===== config.mk =====
export PLATFORM = sky130hd
export DESIGN_NAME = score_display_flat
export DESIGN_NICKNAME = d
export VERILOG_FILES = /design/src/rtl/score_display_if.sv /design/src/rtl/score_display.sv /design/src/flat_wrapper.sv
export SDC_FILE = /design/constraint.sdc
export NUM_CORES = 1
export LEC_CHECK = 0
export ABC_AREA = 1
export BUFFER_PORTS_ARGS = -buffer_cell sky130_fd_sc_hd__buf_2
export CAP_MARGIN = 10
export CORE_MARGIN = 4
export CORE_UTILIZATION = 65
export DETAILED_ROUTE_END_ITERATION = 10
export GPL_TIMING_DRIVEN = 0
export MAX_ROUTING_LAYER = met4
export PLACE_DENSITY = 0.94
export SLEW_MARGIN = 0
export SYNTH_ARGS = -nofsm -noshare
export SYNTH_HDL_FRONTEND = slang
export SYNTH_SLANG_ARGS = --single-unit

===== constraint.sdc =====
create_clock -name clk -period 5.7 [get_ports clk]
set_clock_uncertainty 0.15 [all_clocks]
set_input_delay 0.855 -clock clk [delete_from_list [all_inputs] [get_ports clk]]
set_output_delay 0.855 -clock clk [all_outputs]
set_load 0.02 [all_outputs]

===== src/rtl/score_display_if.sv =====
// Bundle between the score tracker (master) and the seven-segment display block (slave).
interface score_display_if;
  logic [6:0] dispScore;
  logic       isGameComplete;
  logic [6:0] ss2;
  logic [6:0] ss1;
  logic [6:0] ss0;
  logic       busy;

  modport master (
    output dispScore,
    output isGameComplete,
    input  ss2,
    input  ss1,
    input  ss0,
    input  busy
  );

  modport slave (
    input  dispScore,
    input  isGameComplete,
    output ss2,
    output ss1,
    output ss0,
    output busy
  );
endinterface


===== src/rtl/score_display.sv =====
// Three-digit seven-segment score display.
// A new binary score is converted to BCD by a sequential double-dabble
// (7 shift-add-3 steps) and then latched into the digit registers.
// Leading zeros are blanked, and the whole display flashes while the
// game is complete.
//
// state | meaning
// ------+-----------------------------------------------------------
// IDLE  | digits stable; watching for dispScore != last converted score
// CONV  | one shift-add-3 step per clock, 7 steps in total
// LOAD  | copy BCD nibbles into the digit registers, drop busy
module score_display #(
  parameter int FLASH_CYCLES = 6_000_000
) (
  input  logic           clk,
  input  logic           rst,
  score_display_if.slave disp_if
);

  localparam int CW = (FLASH_CYCLES > 2) ? $clog2(FLASH_CYCLES) : 1;
  localparam logic [CW-1:0] CNT_LAST = CW'(FLASH_CYCLES - 1);

  typedef enum logic [1:0] {
    IDLE = 2'd0,
    CONV = 2'd1,
    LOAD = 2'd2
  } state_e;

  state_e      state_q, state_d;
  logic [6:0]  last_q, last_d;
  logic [18:0] shift_q, shift_d;
  logic [2:0]  iter_q, iter_d;
  logic [3:0]  hund_q, hund_d;
  logic [3:0]  tens_q, tens_d;
  logic [3:0]  ones_q, ones_d;
  logic        busy_q, busy_d;

  logic [CW-1:0] flash_cnt_q, flash_cnt_d;
  logic          visible_q, visible_d;
  // Set once the first complete-edge has been seen; that edge only arms
  // the flash so the display stays on for a full half-period first.
  logic          armed_q, armed_d;

  // One double-dabble step: correct each BCD nibble, then shift left.
  function automatic logic [18:0] dabble_step(input logic [18:0] s);
    logic [18:0] t;
    t = s;
    if (t[18:15] >= 4'd5) t[18:15] = t[18:15] + 4'd3;
    if (t[14:11] >= 4'd5) t[14:11] = t[14:11] + 4'd3;
    if (t[10:7]  >= 4'd5) t[10:7]  = t[10:7]  + 4'd3;
    return {t[17:0], 1'b0};
  endfunction

  // Segment pattern {g,f,e,d,c,b,a} for one decimal digit.
  function automatic logic [6:0] seg7(input logic [3:0] d);
    logic [6:0] p;
    case (d)
      4'd0:    p = 7'h3F;
      4'd1:    p = 7'h06;
      4'd2:    p = 7'h5B;
      4'd3:    p = 7'h4F;
      4'd4:    p = 7'h66;
      4'd5:    p = 7'h6D;
      4'd6:    p = 7'h7D;
      4'd7:    p = 7'h07;
      4'd8:    p = 7'h7F;
      4'd9:    p = 7'h6F;
      default: p = 7'h00;
    endcase
    return p;
  endfunction

  // State and datapath registers with synchronous reset.
  always_ff @(posedge clk) begin
    if (rst) begin
      state_q     <= IDLE;
      last_q      <= 7'd0;
      shift_q     <= 19'd0;
      iter_q      <= 3'd0;
      hund_q      <= 4'd0;
      tens_q      <= 4'd0;
      ones_q      <= 4'd0;
      busy_q      <= 1'b0;
      flash_cnt_q <= '0;
      visible_q   <= 1'b1;
      armed_q     <= 1'b0;
    end else begin
      state_q     <= state_d;
      last_q      <= last_d;
      shift_q     <= shift_d;
      iter_q      <= iter_d;
      hund_q      <= hund_d;
      tens_q      <= tens_d;
      ones_q      <= ones_d;
      busy_q      <= busy_d;
      flash_cnt_q <= flash_cnt_d;
      visible_q   <= visible_d;
      armed_q     <= armed_d;
    end
  end

  // Conversion FSM next-state logic.
  always_comb begin
    state_d = state_q;
    last_d  = last_q;
    shift_d = shift_q;
    iter_d  = iter_q;
    hund_d  = hund_q;
    tens_d  = tens_q;
    ones_d  = ones_q;
    busy_d  = busy_q;
    case (state_q)
      IDLE: begin
        if (disp_if.dispScore != last_q) begin
          last_d  = disp_if.dispScore;
          shift_d = {12'd0, disp_if.dispScore};
          iter_d  = 3'd0;
          busy_d  = 1'b1;
          state_d = CONV;
        end
      end
      CONV: begin
        shift_d = dabble_step(shift_q);
        if (iter_q == 3'd6) begin
          state_d = LOAD;
        end else begin
          iter_d = iter_q + 3'd1;
        end
      end
      LOAD: begin
        hund_d  = shift_q[18:15];
        tens_d  = shift_q[14:11];
        ones_d  = shift_q[10:7];
        busy_d  = 1'b0;
        state_d = IDLE;
      end
      default: begin
        state_d = IDLE;
        busy_d  = 1'b0;
      end
    endcase
  end

  // Flash timer: idle at 0/visible while not complete, toggles every FLASH_CYCLES.
  always_comb begin
    flash_cnt_d = flash_cnt_q;
    visible_d   = visible_q;
    armed_d     = armed_q;
    if (!disp_if.isGameComplete) begin
      flash_cnt_d = '0;
      visible_d   = 1'b1;
      armed_d     = 1'b0;
    end else if (!armed_q) begin
      flash_cnt_d = '0;
      visible_d   = 1'b1;
      armed_d     = 1'b1;
    end else if (flash_cnt_q == CNT_LAST) begin
      flash_cnt_d = '0;
      visible_d   = ~visible_q;
    end else begin
      flash_cnt_d = flash_cnt_q + 1'b1;
    end
  end

  // Segment drive with leading-zero blanking and flash gating.
  always_comb begin
    disp_if.ss2  = 7'h00;
    disp_if.ss1  = 7'h00;
    disp_if.ss0  = 7'h00;
    disp_if.busy = busy_q;
    if (visible_q) begin
      if (hund_q != 4'd0) disp_if.ss2 = seg7(hund_q);
      if ((hund_q != 4'd0) || (tens_q != 4'd0)) disp_if.ss1 = seg7(tens_q);
      disp_if.ss0 = seg7(ones_q);
    end
  end

endmodule


===== src/flat_wrapper.sv =====
// flat-port wrapper written by rule: the top's interface ports become plain ports
module score_display_flat 
#(
  parameter int FLASH_CYCLES = 6_000_000
)
  (clk, rst, disp_if_dispScore, disp_if_isGameComplete, disp_if_ss2, disp_if_ss1, disp_if_ss0, disp_if_busy);
  score_display_if disp_if_i ();
  input  logic clk;
  input  logic rst;
  input wire logic [$bits(disp_if_i.dispScore)-1:0] disp_if_dispScore;
  input wire logic [$bits(disp_if_i.isGameComplete)-1:0] disp_if_isGameComplete;
  output wire logic [$bits(disp_if_i.ss2)-1:0] disp_if_ss2;
  output wire logic [$bits(disp_if_i.ss1)-1:0] disp_if_ss1;
  output wire logic [$bits(disp_if_i.ss0)-1:0] disp_if_ss0;
  output wire logic [$bits(disp_if_i.busy)-1:0] disp_if_busy;
  assign disp_if_i.dispScore = disp_if_dispScore;
  assign disp_if_i.isGameComplete = disp_if_isGameComplete;
  assign disp_if_ss2 = disp_if_i.ss2;
  assign disp_if_ss1 = disp_if_i.ss1;
  assign disp_if_ss0 = disp_if_i.ss0;
  assign disp_if_busy = disp_if_i.busy;
  score_display #(.FLASH_CYCLES(FLASH_CYCLES)) u_core (.clk(clk), .rst(rst), .disp_if(disp_if_i));
endmodule

# Word-level counts from Yosys, hierarchy flattened
# Memories as Yosys holds them, arrays and structs flattened. A register that Yosys moved wholly into a read port is not among the register bits.
# Index checks and enable logic that the tools add are counted.
[totals]
register_bits = 69
rom_bits = 336
n_memories = 3
[classes]
addsub = 5
n_lt_le_gt_ge = 3
eq_ne = 8
n_mux = 25
bitwise_logic = 4
reduce_logical = 12
[memory_table]
columns = ["memory", "words", "width", "read_ports", "rd_clocked_by_memory_dff", "wr", "line", "text"]
rows = [
  ["(no name shown)", 16, 7, 1, 1, 0, "score_display.sv:57", "case (d)"],
  ["(no name shown)", 16, 7, 1, 1, 0, "score_display.sv:57", ""],
  ["(no name shown)", 16, 7, 1, 1, 0, "score_display.sv:57", ""],
]
[op_table]
columns = ["cell", "n"]
rows = [
  ["19-bit case mux with 2 select lines", 1],
  ["7-bit two-way mux", 5],
  ["4-bit two-way mux", 8],
  ["23-bit by 1-bit adder with 23-bit output (second input constant)", 1],
  ["23-bit equality test (second input constant)", 1],
  ["19-bit two-way mux", 1],
  ["4-bit by 3-bit greater-or-equal comparator with 1-bit output (second input constant)", 3],
  ["3-bit two-way mux", 3],
  ["4-bit by 2-bit adder with 4-bit output (second input constant)", 2],
  ["2-bit AND reduction", 4],
  ["4-bit nonzero test", 2],
  ["7-bit != test", 1],
  ["3-bit case mux with 2 select lines", 1],
  ["2-bit two-way mux", 2],
  ["2-bit by 1-bit != test with 1-bit output (second input constant)", 2],
  ["1-bit inverter", 4],
  ["2-bit case mux with 2 select lines", 1],
  ["4-bit OR reduction", 1],
  ["3-bit by 1-bit adder with 3-bit output (second input constant)", 1],
  ["3-bit by 2-bit adder with 3-bit output (second input constant)", 1],
  ["3-bit equality test (second input constant)", 1],
  ["3-bit AND reduction", 1],
  ["3-bit OR reduction", 1],
  ["2-bit by 1-bit equality test with 1-bit output (second input constant)", 1],
  ["7 further kinds", 8],
]

# Depth between registers and ports, before layout
[depth]
depth_word = 4
ltp_mapped = 13
ltp_nobuf = 12

# Worst setup path after synthesis
# OpenSTA, ideal clock, no wires.
[synth_timing]
path_kind = "reg2out"
start = "reg u_core.visible_q"
end = "out disp_if_ss2[0]"
arrival_ns = 1.233
slack_ns = 3.462
path_stages_with_launch = 6
cell_sequence = "dfxtp_1 buf_2 inv_1 or2_2 clkbuf_1 nor2_1"
[synth_between]
elab_chain_cells = 1
[synth_lines]
columns = ["item", "line", "text"]
rows = [
  ["from (decl)", "score_display.sv:39", "logic visible_q, visible_d;"],
  ["from (signal assigned)", "score_display.sv:97", "visible_q <= visible_d;"],
  ["7-bit two-way mux", "score_display.sv:171", "if (visible_q) begin"],
  ["to (decl)", "flat_wrapper.sv:12", "output wire logic [$bits(disp_if_i.ss2)-1:0] disp_if_ss2;"],
]
# No other way between the ends.

# Worst setup path after layout
[layout_timing]
start = "reg u_core.hund_q[0]"
end = "out disp_if_ss2[4]"
[layout_between]
elab_chain_cells = 3
[layout_lines]
columns = ["item", "line", "text"]
rows = [
  ["from (decl)", "score_display.sv:33", "logic [3:0] hund_q, hund_d;"],
  ["from (signal assigned)", "score_display.sv:92", "hund_q <= hund_d;"],
  ["4-bit nonzero test", "score_display.sv:172", "if (hund_q != 4'd0) disp_if.ss2 = seg7(hund_q);"],
  ["7-bit two-way mux", "score_display.sv:172", ""],
  ["7-bit two-way mux", "score_display.sv:171", ""],
]
# No other way between the ends.

==> reports/metrics.cfg <==
[placed_design]
io_buffers=31
gp_congestion=0.926
place_ws_ns=3.17
hpwlAfterDp_um=7340

[critical_path]
cp_slowest_cell=nor4_1
r2r_start=u_core.state_q[0]
critical_path_peak_fanout=7
path_delay_family=simple AND/OR/NAND/NOR gates
reg2reg_slack_ns=3.45
rr_worst_depth=12
cp-start-kind=flop
cp.required_ns=4.70
cpPeakStageDelay_ns=0.48
worst_ep_arrival_time_ns=1.86
critPathBufInv=2
cp_cell_sequence=nor4_1 > or2_2 > clkbuf_1 > nor2_1 > buf_2
end_kind=output port
path_class=flop to output port

[detailed_routing]
postRouteAntennaNets=0
num_vias=4283
drt-initial-drc-count=240
vias_per_cell=5.27
finalWirelength_um=10200
post_drt_wl_per_cell_um=12.5
drt_pass1_iterations=5
drc=0

[sta]
setup_ws_ns=2.83
setup_viol=0
max_freq_mhz=348
max_slew.worst_pin.slew_ns=0.496
post-route-min-period_ns=2.87
fin_crit_sh_pct=50.3
relSlewSlack_pct=66.6
fin_tns_setup_ns=0
rsz0062_at_grt=no
drv_slew=0
finalHoldViolations=0

[grt]
grt_pass1_vias=3992
grt_usage_pct=25.1
grt_max_degree=15
grt_pass1_wl_um=17300
overflow=0
antenna_found_initial=0

[outcome]
status=complete, no violations

[pwr]
powerDensity_nw_per_um2=218
swShare_pct=24.3
power.net_switching_mw=0.275
pwr-share-clk_pct=36.6
power.internal_mw=0.858
power.total_mw=1.13
vdd_ir_drop_max_mv=0.182
power_frac_seq_pct=56.9
leakagePower_nw=2.45
p_comb_share_pct=6.5

[synthesis]
synth_area_per_cell_sq_um=7.08
async_flop_share_pct=0
synth_edf_count=0
yosysUniqueCellTypes=36
synthFlopType=dfxtp_1
yosysWarnings=0
synthCells=670
synth_area_sq_um=4740
yosysSeqAreaShare_pct=38.0
synth_fp_nets=707
ys_ff_latch=90

[cells_and_area]
antenna_cells=0
layout-drive-gt1-share_pct=13.0
syn2layout_area_growth_pct=9.81
final_common_cell=nand2_1
final_cell_mix=142 x nand2_1, 98 x inv_1, 90 x dfxtp_1
layout.nets=749
final_util_pct=75.0

[cts]
path_clk_slew_ns=0.08
hold_buffers=0
cts_setup_buffers=0
clock_sinks=90
clockRootBuffer=clkbuf_8
h-tree-depth=3
clkLatencyLatePin_ns=0.36
clockBufferDepth=2
cts_resized=0
tritoncts=built
numCtsBuffers=9

[floorplanning]
core_sq_um=6940
ios=32
die_y_um=93.4
dieArea_sq_um=8730
initial_core_util_pct=68.3
die_x_um=93.4
num_rows=30

[run]
cap_violations=0

[min_path]
hold_path_class=flop to flop
hold_depth=1
holdPathEnd=u_core.flash_cnt_q[0]
min-delay-start=u_core.flash_cnt_q[0]

[cell usage after synthesis, types with 2 or more instances]
master / count / area (sq um)
o21ai_0: 23 / 115
dfxtp_1: 90 / 1800
ha_1: 27 / 338
nor3_4: 5 / 81.3
nor2_2: 3 / 18.8
o21ai_1: 8 / 40.0
nand2_1: 142 / 533
inv_1: 98 / 368
nand2_4: 2 / 22.5
nor2_1: 75 / 282
nor4_1: 5 / 31.3
a31oi_1: 2 / 12.5
nand3_1: 65 / 325
buf_4: 2 / 15.0
a21oi_1: 42 / 210
inv_2: 9 / 33.8
or2_0: 4 / 25.0
nor3_1: 6 / 30.0
nor2_4: 2 / 22.5
buf_2: 8 / 40.0
or2_2: 4 / 25.0
nand4_1: 11 / 68.8
xnor2_1: 5 / 43.8
or2_1: 2 / 12.5
buf_6: 3 / 33.8
o22ai_1: 2 / 12.5
xor2_1: 9 / 78.8
nor3_2: 2 / 20.0
nand3_2: 5 / 50.1
clkbuf_1: 3 / 11.3
[power by group through the flow]
| stage | Clock (mW) | Combinational (mW) | Sequential [mW] |
|---|---|---|---|
| 6_report | 0.415 | 0.0733 | 0.645 |
| 5_1_grt | 0.452 | 0.0823 | 0.647 |
| 4_1_cts | 0.420 | 0.0727 | 0.645 |
| 3_5_place_dp | 0 | 0.0727 | 0.660 |
| 3_3_place_gp | 0 | 0.0697 | 0.659 |
| 2_1_floorplan | 0 | 0.0521 | 0.659 |
[worst max path at each step]
stage / slack [ns] / start / end / cells after the start
floorplan: 3.46 / u_core.visible_q / disp_if_ss2[0] / 5
global placement: 3.24 / rst / flop / 9
detailed placement: 3.17 / rst / flop / 7
CTS: 2.87 / u_core.hund_q[0] / disp_if_ss2[4] / 5
global route: 2.76 / u_core.hund_q[0] / disp_if_ss2[4] / 5
finish: 2.83 / u_core.hund_q[0] / disp_if_ss2[4] / 5
[worst reg2reg max path, delay by kind of cell, from the launching register on]
family	cells	cell delay (ns)
adders and majority gates	1	0.20
and+or+nand+nor	6	0.97
AOI/OAI and AO/OA	1	0.08
DFF	1	0.37
buffers and inverters	4	0.42
[logic make-up after synthesis]
kind of cell	count (synthesis)	share of synthesized area, %
adder cells (fa/ha/maj)	27	7.12
AND/OR/NAND/NOR	335	32.9
buffers and inverters	125	10.8
XOR/XNOR	14	2.59
flip-flops	90	38.0
AO/OA/AOI/OAI	79	8.63
[final cells by class]
type,count,area [sq um]
buffer,17,104
clock buffer,13,169
clock inverter,3,21.3
fill,499,1740
inverter,108,408
multi-input combinational,455,2430
sequential,90,1800
tap,96,120
timing repair buffer,31,155
[metrics by stage]
stage               std cells  instance area [sq um]  hold WS (ns)
global route              813                   5210         0.347
floorplan                 670                   4740         0.267
detailed placement        797                   5020         0.293
global placement          797                   5020         0.277
CTS                       813                   5210         0.310
finish                    813                   5210         0.305
[metal layers]
metal / GRT usage, % / wire length [um] / share of wire (%) / vias up
met1: 28.7 / 4300 / 42 / 1909
met2: 43.7 / 5110 / 50 / 155
met4: 10.5 / 166 / 1.6 / 0
li1: - / - / - / 2200
met5: - / 0 / 0 / -
met3: 3.78 / 586 / 5.8 / 19
(Power assumes the default switching activity.)
